File: src/rtl/updown_mod_counter.sv
`default_nettype none
// ============================================================================
//  Module   : updown_mod_counter
//  Purpose  : Loadable up/down modulo counter. Counts over 0..MAX_COUNT and
//             raises a one-cycle terminal-count pulse (tc) on every edge that
//             crosses a range boundary. By default a boundary crossing wraps
//             (MAX_COUNT -> 0 going up, 0 -> MAX_COUNT going down). When the
//             macro UDC_SATURATE_EN is defined, a boundary crossing holds the
//             value at the limit instead, still pulsing tc on every attempt.
//  Ports    : clk      - single clock, all state updates on posedge
//             reset    - asynchronous, active-low reset (clears count and tc)
//             load     - load data_in this edge (clamped to MAX_COUNT)
//             ud       - count direction: 1 = up, 0 = down
//             en       - count enable, ignored while load = 1
//             data_in  - load value
//             data_out - registered count value
//             tc       - registered terminal-count pulse
//  Params   : WIDTH (4), MAX_COUNT (11, legal 1 .. 2**WIDTH-1)
//  Macro    : UDC_SATURATE_EN (saturate instead of wrap at the boundaries)
//  Revision : 1.0 - initial release
// ============================================================================
module updown_mod_counter #(
  parameter int WIDTH     = 4,
  parameter int MAX_COUNT = 11
) (
  input  logic             clk,
  input  logic             reset,
  input  logic             load,
  input  logic             ud,
  input  logic             en,
  input  logic [WIDTH-1:0] data_in,
  output logic [WIDTH-1:0] data_out,
  output logic             tc
);

  // --------------------------------------------------------------------------
  // Elaboration-time range check on the count limit
  // --------------------------------------------------------------------------
  generate
    if ((MAX_COUNT < 1) || (MAX_COUNT > (2**WIDTH) - 1)) begin : g_bad_max_count
      $error("updown_mod_counter: MAX_COUNT out of range 1 .. 2**WIDTH-1");
    end
  endgenerate

  localparam logic [WIDTH-1:0] MAX_VAL  = WIDTH'(MAX_COUNT);
  localparam logic [WIDTH-1:0] ZERO_VAL = '0;
  localparam logic [WIDTH-1:0] ONE_VAL  = WIDTH'(1);

  // Values produced when a boundary is crossed; this is the only place the
  // two builds differ.
`ifdef UDC_SATURATE_EN
  localparam logic [WIDTH-1:0] UP_BOUND_VAL   = MAX_VAL;
  localparam logic [WIDTH-1:0] DOWN_BOUND_VAL = ZERO_VAL;
`else
  localparam logic [WIDTH-1:0] UP_BOUND_VAL   = ZERO_VAL;
  localparam logic [WIDTH-1:0] DOWN_BOUND_VAL = MAX_VAL;
`endif

  // --------------------------------------------------------------------------
  // Phase FSM: BOUND marks that the last edge was a boundary event, which is
  // exactly when tc must be high.
  // --------------------------------------------------------------------------
  localparam logic [0:0] S_COUNT = 1'b0;
  localparam logic [0:0] S_BOUND = 1'b1;

  logic [0:0]       state;
  logic [0:0]       state_next;
  logic [WIDTH-1:0] count;
  logic [WIDTH-1:0] count_next;

  logic             at_max;
  logic             at_zero;
  logic             boundary;
  logic [WIDTH-1:0] load_val;

  assign at_max  = (count == MAX_VAL);
  assign at_zero = (count == ZERO_VAL);

  // A boundary event needs a real count step (not a load) hitting the limit
  // in the current direction.
  assign boundary = ~load & en & (ud ? at_max : at_zero);

  // Out-of-range loads are clamped so the count never leaves 0..MAX_COUNT.
  assign load_val = (data_in > MAX_VAL) ? MAX_VAL : data_in;

  // --------------------------------------------------------------------------
  // State register (FSM state and count value)
  // --------------------------------------------------------------------------
  always_ff @(posedge clk or negedge reset) begin
    if (!reset) begin
      state <= S_COUNT;
      count <= '0;
    end else begin
      state <= state_next;
      count <= count_next;
    end
  end

  // --------------------------------------------------------------------------
  // Next-state logic
  // --------------------------------------------------------------------------
  always_comb begin
    state_next = S_COUNT;
    case (state)
      S_COUNT: state_next = boundary ? S_BOUND : S_COUNT;
      S_BOUND: state_next = boundary ? S_BOUND : S_COUNT;
      default: state_next = S_COUNT;
    endcase
  end

  // Count datapath: priority load > en > hold.
  always_comb begin
    count_next = count;
    if (load) begin
      count_next = load_val;
    end else if (en) begin
      if (ud) begin
        count_next = at_max ? UP_BOUND_VAL : (count + ONE_VAL);
      end else begin
        count_next = at_zero ? DOWN_BOUND_VAL : (count - ONE_VAL);
      end
    end
  end

  // --------------------------------------------------------------------------
  // Output logic (both outputs come straight from registers)
  // --------------------------------------------------------------------------
  always_comb begin
    data_out = count;
    tc       = (state == S_BOUND);
  end

endmodule
`default_nettype wire

File: config.mk
export PLATFORM = sky130hd
export DESIGN_NAME = updown_mod_counter
export DESIGN_NICKNAME = d
export VERILOG_FILES = /design/src/rtl/updown_mod_counter.sv
export SDC_FILE = /design/constraint.sdc
export NUM_CORES = 1
export LEC_CHECK = 0
export ABC_AREA = 0
export ABC_CLOCK_PERIOD_IN_PS = 1750
export BUFFER_PORTS_ARGS = -buffer_cell sky130_fd_sc_hd__buf_2
export CORE_AREA = 2 2 39 41
export DETAILED_ROUTE_END_ITERATION = 10
export DIE_AREA = 0 0 41 43
export SLEW_MARGIN = 20
export SYNTH_ARGS = -nofsm -noshare
export SYNTH_HDL_FRONTEND = slang
export SYNTH_SLANG_ARGS = --single-unit
export TNS_END_PERCENT = 10
File: constraint.sdc
create_clock -name clk -period 1.75 [get_ports clk]
set_input_delay 0.2625 -clock clk [delete_from_list [all_inputs] [get_ports clk]]
set_output_delay 0.2625 -clock clk [all_outputs]
set_load 0.005 [all_outputs]
==> results of run 1 <==
-- worst max-delay path, stage by stage, from the launching register on --
cell and delay (ns):
dfrtp_1 0.45, inv_1 0.07, ha_1 0.30, xor2_1 0.16
mux2i_1 0.15, nor2_1 0.05, a21oi_1 0.13
-- routing by layer --
layer	vias up	track usage (%)	wire length, um
met2	10	22.2	460
met4	0	10.0	26
met3	3	2.09	52
met5	-	0	0
met1	182	13.9	368
li1	193	-	-
-- stage by stage --
| stage | setup WS [ns] | power [mW] | hold slack, ns | util (%) |
|---|---|---|---|---|
| floorplan | 0.475 | 0.237 | -0.0331 | - |
| global placement | 0.410 | 0.275 | 0.0841 | 32.5 |
| detailed placement | 0.345 | 0.276 | 0.0887 | 32.5 |
| CTS | 0.329 | 0.421 | 0.288 | 35.2 |
| global route | 0.191 | 0.452 | 0.323 | 35.2 |
| finish | 0.346 | 0.418 | 0.284 | 35.2 |
-- layout make-up --
cell class	instances	area, um2
timing repair buffer	14	75.1
clock buffer	4	26.3
inverter	3	11.3
sequential	5	125
tap	16	20.0
fill	158	897
multi-input combinational	36	229
-- worst min-delay path by stage --
| stage | start | cells after the start | slack, ns | endpoint |
|---|---|---|---|---|
| after floorplan | reset | 0 | -0.03 | data_out[0] |
| after global placement | reset | 1 | 0.08 | data_out[3] |
| after detailed placement | reset | 1 | 0.09 | data_out[3] |
| after CTS | data_in[2] | 3 | 0.29 | data_out[2] |
| after global routing | data_in[3] | 3 | 0.32 | data_out[3] |
| final | data_in[2] | 3 | 0.28 | data_out[2] |
-- what timing repair did --
| item | CTS | global route |
|---|---|---|
| hold buffers | 1 | 0 |
| setup buffers | 0 | 0 |
| endpoints found under the hold margin | 5 | 0 |
-- power groups by stage --
stage | clock, mW | combinational (mW) | sequential, mW
floorplan | 0 | 0.0891 | 0.148
global placement | 0 | 0.120 | 0.155
detailed placement | 0 | 0.121 | 0.155
CTS | 0.144 | 0.123 | 0.154
global route | 0.151 | 0.143 | 0.158
finish | 0.143 | 0.121 | 0.154
-- cell usage after synthesis (all sizes together) --
| master | instances | share of area (%) |
|---|---|---|
| mux2i | 1 | 2.6 |
| nand2b | 3 | 4.9 |
| xor2 | 2 | 4.5 |
| inv | 3 | 2.9 |
| a31oi | 1 | 1.6 |
| nand3b | 2 | 3.9 |
| o31a | 1 | 2.3 |
| a21oi | 7 | 9.1 |
| o21ai | 4 | 5.2 |
| nor2 | 3 | 2.9 |
| and3 | 1 | 1.6 |
| o31ai | 2 | 3.9 |
| ha | 2 | 6.5 |
| nand3 | 1 | 1.3 |
| clkbuf | 2 | 2.3 |
| nor3 | 1 | 1.3 |
| dfrtp | 5 | 32 |
| nor3b | 1 | 1.9 |
| or3 | 1 | 1.6 |
| buf | 1 | 2.9 |
| xnor2 | 1 | 2.3 |
| nand2 | 2 | 1.9 |
-- sequential cells by signal, indices dropped and copies added (netlist names) --
signal / cells
data_out: 4
tc: 1
-- cell families (layout without fill, tap and decap cells) --
| group | after synthesis | after routing | synth area share (%) |
|---|---|---|---|
| flip-flops | 5 | 5 | 32.5 |
| AND/OR/NAND/NOR | 15 | 15 | 21.4 |
| adder cells (fa/ha/maj) | 2 | 2 | 6.49 |
| buffers and inverters | 6 | 21 | 8.11 |
| XOR/XNOR | 3 | 3 | 6.82 |
| multiplexers | 1 | 1 | 2.60 |
| AO/OA/AOI/OAI | 15 | 15 | 22.1 |
==> flow_metrics.py, run 1 <==
metrics = {
    "timing": {
        "layout_min_cycle_time_ns": 1.40,
        "fin_crit_sh_pct": 80.2,
        "worst_pin_slew_ns": 0.283,
        "relSlewSlack_pct": 81.2,
        "rsz0062_at_grt": "no",
        "timing.fmax_mhz": 712,
        "setup_tns_ns": 0,
        "drv_slew": 0,
        "hold_violations": 0,
        "finalSetupViolations": 0,
        "finalClockSkew_ns": 0.00784,
    },
    "critical_path": {
        "cp-startpoint": "data_out[0]",
        "critPathCaptureType": "register",
        "r2r_cells": 6,
        "reg2reg_to": "data_out[1]",
        "crit_path_end": "data_out[1]",
        "crit_path_start_kind": "register",
        "critical_path_required_ns": 1.92,
        "r2r_slack_ns": 0.35,
        "crit_path_max_fanout": 7,
        "cp.arrival_ns": 1.57,
        "rr_startpoint": "data_out[0]",
        "critPathKind": "reg2reg",
    },
    "cells_and_area": {
        "mostFrequentLayoutCells": "buf_2 (13), a21oi_1 (7), dfrtp_1 (5)",
        "final_common_cell": "buf_2",
        "antenna_cells_inserted": 0,
        "area_growth_pct": 26.3,
        "drive_above_1_share_pct": 25.8,
        "design_area_um2": 487,
        "fin_nets": 74,
        "stdcell_count": 78,
    },
    "pwr": {
        "power_frac_seq_pct": 36.8,
        "switching_share_pct": 33.7,
        "power.net_switching_mw": 0.141,
        "clkPwrFrac_pct": 34.2,
        "internal-power_mw": 0.277,
        "p_per_area_nw_per_um2": 858,
        "p_leak_nw": 0.232,
        "p_comb_share_pct": 29.0,
        "vdd_drop_max_v": 0.000196,
    },
    "place": {
        "place_area_um2": 450,
        "dp.cells": 73,
        "dp_hpwl_um": 712,
        "io_buffers": 13,
        "gp_congestion": 0.722,
    },
    "routing": {
        "first_pass_iters": 3,
        "ant_nets": 0,
        "routedWlPerCell_um": 11.6,
        "drc_errors": 0,
        "first_iter_violations": 6,
        "wirelength_um": 907,
        "vias": 388,
        "vias_per_cell": 4.97,
    },
    "cts": {
        "path_clk_slew_ns": 0.05,
        "htree_levels": 1,
        "cts.path.max_buffers": 2,
        "worstSkewPairLatency_ns": 0.26,
        "cts_sinks": 5,
        "cts-buffers-inserted": 3,
        "cts_root_buf": "clkbuf_4",
        "cts_resized": 0,
        "cts_tree": "done",
    },
    "synthesis": {
        "synth_nets": 58,
        "ys_ff_latch": 5,
        "synth_cell_types": 23,
        "syn_inst": 47,
        "syn_area_um2": 385,
        "synth_warnings": 0,
        "yosysSeqAreaShare_pct": 32.5,
        "synth_area_per_cell_um2": 8.20,
    },
    "flow_run": {
        "cap_violations": 0,
    },
    "floorplanning": {
        "design.die.area_um2": 1760,
        "coreArea_um2": 1380,
        "ioPinCount": 14,
        "die_x_um": 41,
        "start_util_pct": 27.8,
        "placementRows": 14,
        "chipHeight_um": 43,
    },
    "hold_path": {
        "hp-class": "in2reg",
    },
    "grt": {
        "grt_overflow_total": 0,
        "antenna_found_initial": 0,
        "grt_pass1_wl_um": 1560,
        "first_global_vias": 372,
        "grt.total_usage_pct": 13.4,
        "grt_max_degree": 11,
    },
    "run_status": {
        "status": "complete, no violations",
    },
}
Note: power is estimated with default switching activity, not from simulation.
==> run 2, diff against run 1 <==
- ABC_CLOCK_PERIOD_IN_PS: 1750 -> 1400
- clock period: 1.75 -> 1.4 ns (I/O delays scaled with it)
==> run 2 against run 1 <==
Against the previous run: critical path depth shrank 2; worst hold slack got worse by 0.044 ns; design area increased by 11%; final cell count up 6.4%; fmax increased by 6.5%; flip-flop and latch count unchanged; count of clock-buffer cells in the layout did not move; power is 34% higher; sequential share of layout area is 2.4 points lower; largest power group is now combinational cells.
==> flow_metrics.py, run 2 (same netlist as run 1, synthesis figures left out) <==
metrics = {
    "run_status": {
        "status": "complete, no violations",
    },
    "floorplanning": {
        "chipHeight_um": 43,
        "design.die.area_um2": 1760,
        "start_util_pct": 27.8,
        "placementRows": 14,
        "die_x_um": 41,
        "coreArea_um2": 1380,
        "ioPinCount": 14,
    },
    "critical_path": {
        "path_cells": "buf_4, or3_1, a31oi_2, o31ai_1",
        "cp.arrival_ns": 1.44,
        "slowest_delay_ns": 0.41,
        "crit_path_start_kind": "register",
        "crit_buf_inv": 1,
        "crit_path_max_fanout": 5,
        "r2r_cells": 4,
        "critPathCaptureType": "register",
        "critical_path_required_ns": 1.53,
        "crit_path_top_delay_cell": "dfrtp_1",
        "critPathTopFamily": "flip-flops",
        "rr_startpoint": "data_out[1]",
        "critPathKind": "reg2reg",
        "r2r_slack_ns": 0.08,
        "reg2reg_to": "data_out[3]",
    },
    "pwr": {
        "vdd_drop_max_v": 0.000409,
        "p_per_area_nw_per_um2": 1030,
        "total_power_mw": 0.559,
        "p_leak_nw": 0.258,
    },
    "routing": {
        "first_iter_violations": 3,
        "wirelength_um": 958,
        "first_pass_iters": 4,
        "vias_per_cell": 4.83,
        "routedWlPerCell_um": 11.5,
        "ant_nets": 0,
        "drc_errors": 0,
        "vias": 401,
    },
    "timing": {
        "setup_tns_ns": 0,
        "fin_hold_ws_ns": 0.239,
        "finalSetupViolations": 0,
        "layout_min_cycle_time_ns": 1.32,
        "finalClockSkew_ns": 0.00422,
        "worst_pin_slew_ns": 0.195,
        "drv_slew": 0,
        "timing.fmax_mhz": 758,
        "fin_crit_sh_pct": 94.2,
        "hold_violations": 0,
        "relSlewSlack_pct": 86.9,
    },
    "cts": {
        "cts_root_buf": "clkbuf_4",
        "path_clk_slew_ns": 0.05,
        "cts.path.max_buffers": 2,
        "cts_sinks": 5,
        "htree_levels": 1,
        "worstSkewPairLatency_ns": 0.25,
        "cts_tree": "done",
        "cts-buffers-inserted": 3,
    },
    "cells_and_area": {
        "area_growth_pct": 40.6,
        "antenna_cells_inserted": 0,
        "largest_reg_flops": 4,
        "final_common_cell": "buf_2",
        "drive_above_1_share_pct": 37.3,
        "fin_nets": 79,
        "final_util_pct": 39.2,
        "mostFrequentLayoutCells": "buf_2 (13), a21oi_1 (7), buf_4 (5)",
    },
    "grt": {
        "grt_max_degree": 10,
        "gr-usage-met2_pct": 21.6,
        "grtUsageMet3_pct": 6.81,
        "grt-busiest-layer": "met2",
        "grt_overflow_total": 0,
        "antenna_found_initial": 0,
        "grt_pass1_wl_um": 1700,
        "first_global_vias": 385,
        "grt.total_usage_pct": 14.1,
        "use_met1_pct": 17.8,
    },
    "hold_path": {
        "whs_path_depth": 3,
        "min_from": "data_in[0]",
        "whs_endpoint": "data_out[0]",
        "hp-class": "in2reg",
    },
    "place": {
        "dp_hpwl_um": 727,
        "io_buffers": 13,
        "gp_congestion": 0.736,
    },
    "flow_run": {
        "cap_violations": 0,
    },
}
==> run 2: stage by stage <==
step	std cells	instance area [um2]	setup WS [ns]
final	83	542	0.0811
after global routing	83	542	-0.00266
after CTS	81	510	0.0259
after detailed placement	76	473	0.00711
after global placement	76	473	0.0416
after floorplan	47	385	0.125
==> run 2: worst min-delay path, stage by stage <==
cell and delay [ns]:
buf_2 0.08, a21oi_1 0.03, a21oi_1 0.12
==> run 2: where the power goes <==
part | switching [mW] | internal [mW] | total [mW] | leakage, nW
Combinational | 0.101 | 0.105 | 0.205 | 0.183
Clock | 0.0660 | 0.108 | 0.174 | 0.0150
Sequential | 0.0170 | 0.162 | 0.180 | 0.0600
Total | 0.184 | 0.376 | 0.559 | 0.258
==> run 2: worst max path at each step <==
stage,startpoint,to,cells after the start
after floorplan,data_out[0],data_out[1],6
after global placement,data_out[0],data_out[2],6
after detailed placement,data_out[0],data_out[2],6
after CTS,data_out[1],data_out[2],6
after global routing,data_out[1],data_out[2],6
final,data_out[1],data_out[3],4
==> run 2: layout make-up <==
type                    instances  area, um2
clock buffers                   4       26.3
well taps                      16       20.0
repair buffers                 19        113
inverters                       3       11.3
multi-input cells              36        245
flip-flops and latches          5        126
fillers                       154        842
==> run 2: what timing repair did <==
item,4_1_cts,5_1_grt
buffers inserted,0,2
hold buffers,1,0
hold endpoints to repair,5,0
gates resized for setup,1,4
endpoints found under the setup margin,1,4
==> run 2: metal layers <==
metal / part of all wire [%] / wire, um
met5: 0 / 0
met2: 50 / 480
met4: 0 / 0
met3: 5.6 / 54
met1: 44 / 423
